File: src/rtl/ctrl_io_config_frame_buffer.sv
// ctrl_io_config_frame_buffer
// ---------------------------------------------------------------------------
// Double-buffered configuration store for a control/IO tile. Frame words
// arriving on the column frame bus are captured into a shadow store on the
// rising edge of their per-frame strobe. A commit pulse then copies the whole
// shadow store into the active configuration in one cycle. The shadow can be
// read back one frame at a time. Strobe edges on more than one frame in the
// same cycle are rejected and flagged.
//
// Ports
//   CLK           clock; all state changes on the rising edge
//   reset         synchronous, active-high
//   FrameData     frame word; config bits live in the top UsedBitsPerFrame bits
//   FrameStrobe   per-frame write strobes (level, edge-detected here)
//   commit        copy shadow -> active this cycle
//   ConfigBits    active configuration
//   ConfigBits_N  bitwise complement of ConfigBits
//   shadow_dirty  shadow written since the last commit
//   rd_en         readback request
//   rd_frame      frame index to read back
//   rd_valid      rd_data valid (one cycle after rd_en)
//   rd_data       shadow frame contents, unused bit positions read as 0
//   strobe_err    sticky flag: multi-hot strobe edge seen since reset
module ctrl_io_config_frame_buffer #(
    parameter int MaxFramesPerCol  = 20,
    parameter int FrameBitsPerRow  = 32,
    parameter int NoConfigBits     = 23,
    parameter int UsedBitsPerFrame = 23,
    localparam int FW = (MaxFramesPerCol > 1) ? $clog2(MaxFramesPerCol) : 1
) (
    input  logic                       CLK,
    input  logic                       reset,
    input  logic [FrameBitsPerRow-1:0] FrameData,
    input  logic [MaxFramesPerCol-1:0] FrameStrobe,
    input  logic                       commit,
    output logic [NoConfigBits-1:0]    ConfigBits,
    output logic [NoConfigBits-1:0]    ConfigBits_N,
    output logic                       shadow_dirty,
    input  logic                       rd_en,
    input  logic [FW-1:0]              rd_frame,
    output logic                       rd_valid,
    output logic [FrameBitsPerRow-1:0] rd_data,
    output logic                       strobe_err
);

    localparam int NumFrames = (NoConfigBits + UsedBitsPerFrame - 1) / UsedBitsPerFrame;
    localparam int Lsb       = FrameBitsPerRow - UsedBitsPerFrame;
    // Readback table is padded to the full rd_frame range; padding rows are 0.
    localparam int RdDepth   = 1 << FW;

    if (NumFrames > MaxFramesPerCol || UsedBitsPerFrame < 1 ||
        UsedBitsPerFrame > FrameBitsPerRow) begin : g_bad_params
        $error("ctrl_io_config_frame_buffer: inconsistent frame geometry");
    end

    logic [MaxFramesPerCol-1:0]                    strb_q;
    logic [MaxFramesPerCol-1:0]                    rise;
    logic                                          multi_hot;
    logic                                          single_hot;
    logic [NumFrames-1:0]                          frame_we;
    logic                                          wr_any;
    logic [NoConfigBits-1:0]                       shadow;
    logic [NoConfigBits-1:0]                       shadow_nxt;
    logic [NoConfigBits-1:0]                       active;
    logic [RdDepth-1:0][FrameBitsPerRow-1:0]       frame_word;
    logic                                          unused_frame_bits;

    // Bits below Lsb carry no configuration.
    assign unused_frame_bits = ^FrameData;

    // Edge detect. strb_q resets to all ones so a strobe that is already
    // high when reset drops is not mistaken for a new edge.
    assign rise       = FrameStrobe & ~strb_q;
    // x & (x-1) clears the lowest set bit; anything left means >1 bit set.
    assign multi_hot  = |(rise & (rise - MaxFramesPerCol'(1)));
    assign single_hot = (rise != '0) && !multi_hot;

    // Edges on frames >= NumFrames never reach a write enable.
    for (genvar f = 0; f < NumFrames; f++) begin : g_we
        assign frame_we[f] = single_hot & rise[f];
    end
    assign wr_any = |frame_we;

    // Config bit k lives in frame k/U at word bit Lsb + k%U.
    for (genvar k = 0; k < NoConfigBits; k++) begin : g_bit
        localparam int F = k / UsedBitsPerFrame;
        localparam int B = Lsb + (k % UsedBitsPerFrame);
        assign shadow_nxt[k] = frame_we[F] ? FrameData[B] : shadow[k];
    end

    // Inverse mapping for readback: every word bit is either a shadow bit or 0.
    for (genvar f = 0; f < RdDepth; f++) begin : g_rd_f
        for (genvar b = 0; b < FrameBitsPerRow; b++) begin : g_rd_b
            localparam int K = f * UsedBitsPerFrame + b - Lsb;
            if (f < NumFrames && b >= Lsb && K < NoConfigBits) begin : g_map
                assign frame_word[f][b] = shadow[K];
            end else begin : g_zero
                assign frame_word[f][b] = 1'b0;
            end
        end
    end

    always_ff @(posedge CLK) begin
        if (reset) begin
            strb_q       <= '1;
            shadow       <= '0;
            active       <= '0;
            shadow_dirty <= 1'b0;
            strobe_err   <= 1'b0;
            rd_valid     <= 1'b0;
            rd_data      <= '0;
        end else begin
            strb_q <= FrameStrobe;
            shadow <= shadow_nxt;
            // Non-blocking read of shadow: commit takes the pre-write contents.
            if (commit) active <= shadow;
            // A write in the commit cycle leaves the shadow ahead of active.
            if (wr_any)      shadow_dirty <= 1'b1;
            else if (commit) shadow_dirty <= 1'b0;
            if (multi_hot) strobe_err <= 1'b1;
            rd_valid <= rd_en;
            rd_data  <= rd_en ? frame_word[rd_frame] : '0;
        end
    end

    assign ConfigBits   = active;
    assign ConfigBits_N = ~active;

endmodule

File: config.mk
export PLATFORM = sky130hd
export DESIGN_NAME = ctrl_io_config_frame_buffer
export DESIGN_NICKNAME = d
export VERILOG_FILES = /design/src/rtl/ctrl_io_config_frame_buffer.sv
export SDC_FILE = /design/constraint.sdc
export NUM_CORES = 1
export LEC_CHECK = 0
export CORE_MARGIN = 3
export CORE_UTILIZATION = 48
export CTS_BUF_LIST = sky130_fd_sc_hd__clkbuf_2
export DETAILED_ROUTE_END_ITERATION = 7
export PLACE_DENSITY = 0.86
export SETUP_SLACK_MARGIN = 0.2
export SLEW_MARGIN = 20
export SYNTH_ARGS = -nofsm -noshare
export SYNTH_HDL_FRONTEND = slang
export SYNTH_SLANG_ARGS = --single-unit
export TNS_END_PERCENT = 30
File: constraint.sdc
create_clock -name CLK -period 5.74 [get_ports CLK]
set_input_delay 0.861 -clock CLK [delete_from_list [all_inputs] [get_ports CLK]]
set_output_delay 0.861 -clock CLK [all_outputs]
set_load 0.02 [all_outputs]
# After elaboration in Yosys (flattened, before gate mapping)
# Cells that the tools add are included.
dict set report totals {
  in_bits 61
  register_bits 101
}
dict set report op_classes {
  magnitude_cmp 1
  bitwise_logic 6
  reduce_logical 6
  mux 4
  add_sub_neg 1
}
# op n
set op_table {}
lappend op_table {{32-bit binary-select mux with 5-bit select} 1}
lappend op_table {{20-bit AND} 2}
lappend op_table {{32-bit 2-to-1 mux} 1}
lappend op_table {{23-bit NOT} 1}
lappend op_table {{20-bit NOT} 1}
lappend op_table {{20-bit nonzero test} 1}
lappend op_table {{20-bit OR reduction} 1}
lappend op_table {{20-bit by 1-bit subtractor with 20-bit output, second input constant} 1}
lappend op_table {{5-bit by 6-bit less-than comparator with 1-bit output, second input constant} 1}
lappend op_table {{1-bit 2-to-1 mux} 2}
lappend op_table {{2-bit nonzero test} 1}
lappend op_table {{2-bit OR reduction} 1}
lappend op_table {{1-bit AND} 1}
lappend op_table {{1-bit logical AND} 1}
lappend op_table {{1-bit logical NOT} 1}
lappend op_table {{1-bit NOT} 1}

# Depth between registers and ports, before layout
dict set report logic_depth {
  word_depth 9
  depth_mapped 9
}

# Worst setup path before layout
# No wires, ideal clock.
dict set report synth_timing {
  path_type {in2reg}
  start {input FrameStrobe[0]}
  end {register shadow[10]}
  stages 9
  setup_slack_ns 2.736
  t_arrival_ns 2.872
  required_time_ns 5.608
  cell_sequence {nor2b_1 buf_6 or4_4 nor4b_2 o21ai_1 or3b_1 clkbuf_1 o21ai_1 a21oi_1}
}
dict set report synth_between {
  elab_chain_len 7
  word_cells_on_any_way 8
  classes_between {add/sub (1); bitwise (3); reduce/logical (4)}
}
# item line_no
set synth_lines {}
lappend synth_lines {{from (decl)} 34} ;# input logic [MaxFramesPerCol-1:0] FrameStrobe,
lappend synth_lines {{20-bit AND (*)} 73} ;# assign rise = FrameStrobe & ~strb_q;
lappend synth_lines {{20-bit by 1-bit subtractor with 20-bit output} 75} ;# assign multi_hot = |(rise & (rise - MaxFramesPerCol'(1)));
lappend synth_lines {{20-bit AND} 75}
lappend synth_lines {{20-bit OR reduction} 75}
lappend synth_lines {{1-bit logical NOT} 76} ;# assign single_hot = (rise != '0) && !multi_hot;
lappend synth_lines {{1-bit logical AND} 76}
lappend synth_lines {{1-bit AND (*)} 80} ;# assign frame_we[f] = single_hot & rise[f];
lappend synth_lines {{to (signal assigned)} 114} ;# shadow <= shadow_nxt;
lappend synth_lines {{to (decl)} 62} ;# logic [NoConfigBits-1:0] shadow;
# Mark *: on every way between the ends. The rest lies on a longest branch, timed or not.
# A chain may end at the register's enable or synchronous reset.

# Worst setup path in the final report
dict set report layout_timing {
  start {input FrameStrobe[0]}
  end {register shadow[5]}
}
# The elaborated chain is that of the path after synthesis.

==> results.md <==
- Worst-path clk slew: 0.27 ns
- Sequential share of power: 0.557
- Post-synthesis simple-gate area fraction: 0.229
- Clock Latency Late Sink: 0.54 ns
- Bufs on Longest Clock Path: 2
- RePlAce Congestion: about 0.75
- Largest net degree at the start of global routing: 70
- R2R depth: 8
- Num CTS Buffers: 9
- Critical path data arrival time: 3.81 ns
- Power Internal: just under 0.9 mW
- Routed wl met2: 4560 µm
- Setup Viol. Count Final: 0
- R2R Path End: shadow[5]$_SDFFE_PP0P_
- Nets: around 540
- Max Used Layer: met4
- Cell chain of the critical path: clkdlybuf4s50_1, nor2b_2, buf_4, or4_4, nor4b_2, o21ai_1, or3b_1, o21ai_1, a21oi_1
- CTS tree: done
- Post-DP HPWL: 5860 µm
- Core area: 6940 µm²
- Yosys warns: 0
- First-pass GRT wire length: 13400 µm
- Seq/Total Area, Yosys: 0.526
- WP depth: 9
- Area delta synth->final: 39.1%
- Syn Inst Count: 367
- Antenna cells: 0
- Vias: 2908
- Port Buf Inserts: between 100 and 150
- Clock share of power: 0.314
- Chip width: 91.4 µm
- Die Ht: approximately 91 µm
- Layout Skew: 0.0431 ns
- Root Buffer: clkbuf_2
- Crit path max fanout: 28
- Remaining Overflow, GRT: 0
- Pre-antenna DRT Iters: 5
- Synth Area in Compound Gates: 0.0939
- Tmin final: 3.42 ns
- Sw Share: 0.263
- Seq cells post-synth: 92
- Tot GR Track Use: 0.199
- # rows: 30
- Final Cell Area: 4870 µm²
- WL met3: 511 µm
- Leak pwr: ~1.8 nW
- CP max stage delay: 0.73 ns
- Rel. slew slack: 0.355
- Unrepaired setup endpoints after global routing: false
- WP buf/inv: 2
- CP top delay family: simple AND/OR/NAND/NOR gates
- Crit-path most repeated cell: o21ai_1
- CP Launch Type: primary input
- Hold WC Path Type: register to register
- Vias per cell: 5.01
- Post-synthesis adder-cell area fraction: 0.00857
- Post-Synth XOR/XNOR Area: 0
- Fmax: 293 MHz
- Syn Std Cell Area: roughly 3500 µm²
- Sw Pwr: 0.312 mW
- Internal reg-to-reg setup slack: between 2 and 3 ns
- Critical path capture point: shadow[5]$_SDFFE_PP0P_
- Setup CP Type: primary input to register
- FF-to-FF Start: strb_q[0]$_SDFF_PP1_
- Post-CTS Hold Buffers: 0
- Max_cap viols: 0
- Largest family of logic cells by synthesized area: simple AND/OR/NAND/NOR gates
- Worst-Margin Slew: 0.967 ns
- Initial antenna violation count: 0
- CP startpoint: FrameStrobe[0]
- Layout cells sized above 1: 0.0990
- Worst vdd ir: 0.000148 V
- Gate power share: 0.129
- Status: completed
- Sink Count: 92
- Worst EP required: 6.13 ns
- Die footprint: 8360 µm²
- Remaining DRCs: 0
- Slowest CP cell: or3b_1
- WL final: 8540 µm
- DP Area: 4730 µm²
- Post-route antenna net violation count: 0
- Synth cell types: 35
- Max Slew Vio Count: 0
- Pwr dens: 243 nW/µm²
- Period utilization: 0.596
- Vias in the first global route: 2763
- Setup Fix Bufs, Post-CTS: 0
- H-tree levels: 3
- Initial Utilization: 0.505
- DR iter-0 viols: ~210
- Critical path capture point type: register
- Core Util, Final: 0.702
- Final Power: about 1.2 mW
- Number of I/O pins: between 100 and 150
- Fin Setup TNS: 0 ns
- Post-CTS Resized: 0
- Portion of netlist area occupied by mux cells: 0.0657
- Final Hold Vio Count: 0
- Synth Area per Inst: roughly 9.5 µm²
- Routed WL per cell: 14.7 µm
- Final hold slack: 0.464 ns
- Met1 wire length: 3380 µm
[through the flow]
step / std cells / setup slack, ns
final: 581 / 2.32
after global routing: 581 / 2.09
after global placement: 565 / 1.81
after detailed placement: 565 / 1.76
after floorplan: 375 / 2.74
after CTS: 581 / 2.34
[sequential cells by signal, indices dropped and copies added (netlist names)]
signal / flops
shadow: 23
rd_valid: 1
ConfigBits: 23
shadow_dirty: 1
strobe_err: 1
rd_data: 23
strb_q: 20
[cell type report]
type | count | area [µm²]
clock buffers | 10 | 50.0
clock inverters | 6 | 95.1
fillers | 524 | 2070
inverters | 23 | 86.3
multi-input cells | 228 | 1430
flip-flops and latches | 92 | 1840
well taps | 96 | 120
repair buffers | 126 | 1250
[routing by layer]
layer / vias up / global-route usage
li1: 1443 / -
met1: 1355 / 0.231
met2: 102 / 0.357
met3: 8 / 0.0381
met4: 0 / 0.0779
met5: - / 0
[worst min-delay path by stage]
stage                                          from                        end  slack [ns]  cells after the start
after floorplan              shadow[1]$_SDFFE_PP0P_     rd_data[10]$_SDFF_PP0_        0.45                      1
after global placement       shadow[1]$_SDFFE_PP0P_     rd_data[10]$_SDFF_PP0_        0.46                      1
after detailed placement  shadow_dirty$_SDFFE_PP0P_  shadow_dirty$_SDFFE_PP0P_        0.46                      2
after CTS                    shadow[3]$_SDFFE_PP0P_     rd_data[12]$_SDFF_PP0_        0.47                      1
after global routing         shadow[3]$_SDFFE_PP0P_     rd_data[12]$_SDFF_PP0_        0.47                      1
final                        shadow[3]$_SDFFE_PP0P_     rd_data[12]$_SDFF_PP0_        0.46                      1
[cells by family (layout without fill, tap and decap cells)]
logic type / Yosys count / after routing
other: 1 / 9
and+or+nand+nor: 133 / 133
muxes: 23 / 23
adders and majority gates: 3 / 3
DFF: 92 / 92
AOI/OAI and AO/OA: 60 / 60
buffers and inverters: 55 / 165
[cells in the mapped netlist (all sizes together)]
cell type / count / area share
nor4b: 1 / 0.0043
or3b: 1 / 0.0025
buf: 17 / 0.035
o311ai: 1 / 0.0025
nand2b: 10 / 0.018
nor3: 4 / 0.0057
or2: 21 / 0.038
dfxtp: 92 / 0.53
or4: 1 / 0.0032
o21ai: 26 / 0.037
a21oi: 27 / 0.039
nor2b: 12 / 0.021
and3: 3 / 0.0054
a21o: 1 / 0.0021
inv: 23 / 0.025
a22oi: 1 / 0.0021
o211ai: 1 / 0.0021
or3: 3 / 0.0068
mux2i: 23 / 0.066
nand4b: 1 / 0.0025
maj3: 3 / 0.0086
a211oi: 2 / 0.0043
conb: 1 / 0.0011
and2: 25 / 0.045
nand4: 24 / 0.043
o211a: 1 / 0.0050
nor4: 1 / 0.0061
nand3: 1 / 0.0014
nor2: 25 / 0.027
clkbuf: 15 / 0.016
[placed cells by master (no fill, tap or decap), drive strengths merged, types with 2 or more instances in the layout]
cell,synthesis,routed
a211oi,2,2
a21oi,27,27
and2,25,25
and3,3,3
buf,17,4
bufinv,0,2
clkbuf,15,10
clkdlybuf4s50,0,122
clkinvlp,0,2
conb,1,9
dfxtp,92,92
inv,23,25
maj3,3,3
mux2i,23,23
nand2b,10,10
nand4,24,24
nor2,25,25
nor2b,12,12
nor3,4,4
o21ai,26,26
or2,21,21
or3,3,3
[power by group through the flow]
stage / clock [mW] / sequential, mW / combinational (mW)
3_5_place_dp: 0 / 0.672 / 0.152
4_1_cts: 0.378 / 0.660 / 0.152
2_1_floorplan: 0 / 0.674 / 0.0966
5_1_grt: 0.402 / 0.663 / 0.166
6_report: 0.373 / 0.660 / 0.154
3_3_place_gp: 0 / 0.671 / 0.150
No activity file was read; power rests on OpenSTA's default activity.
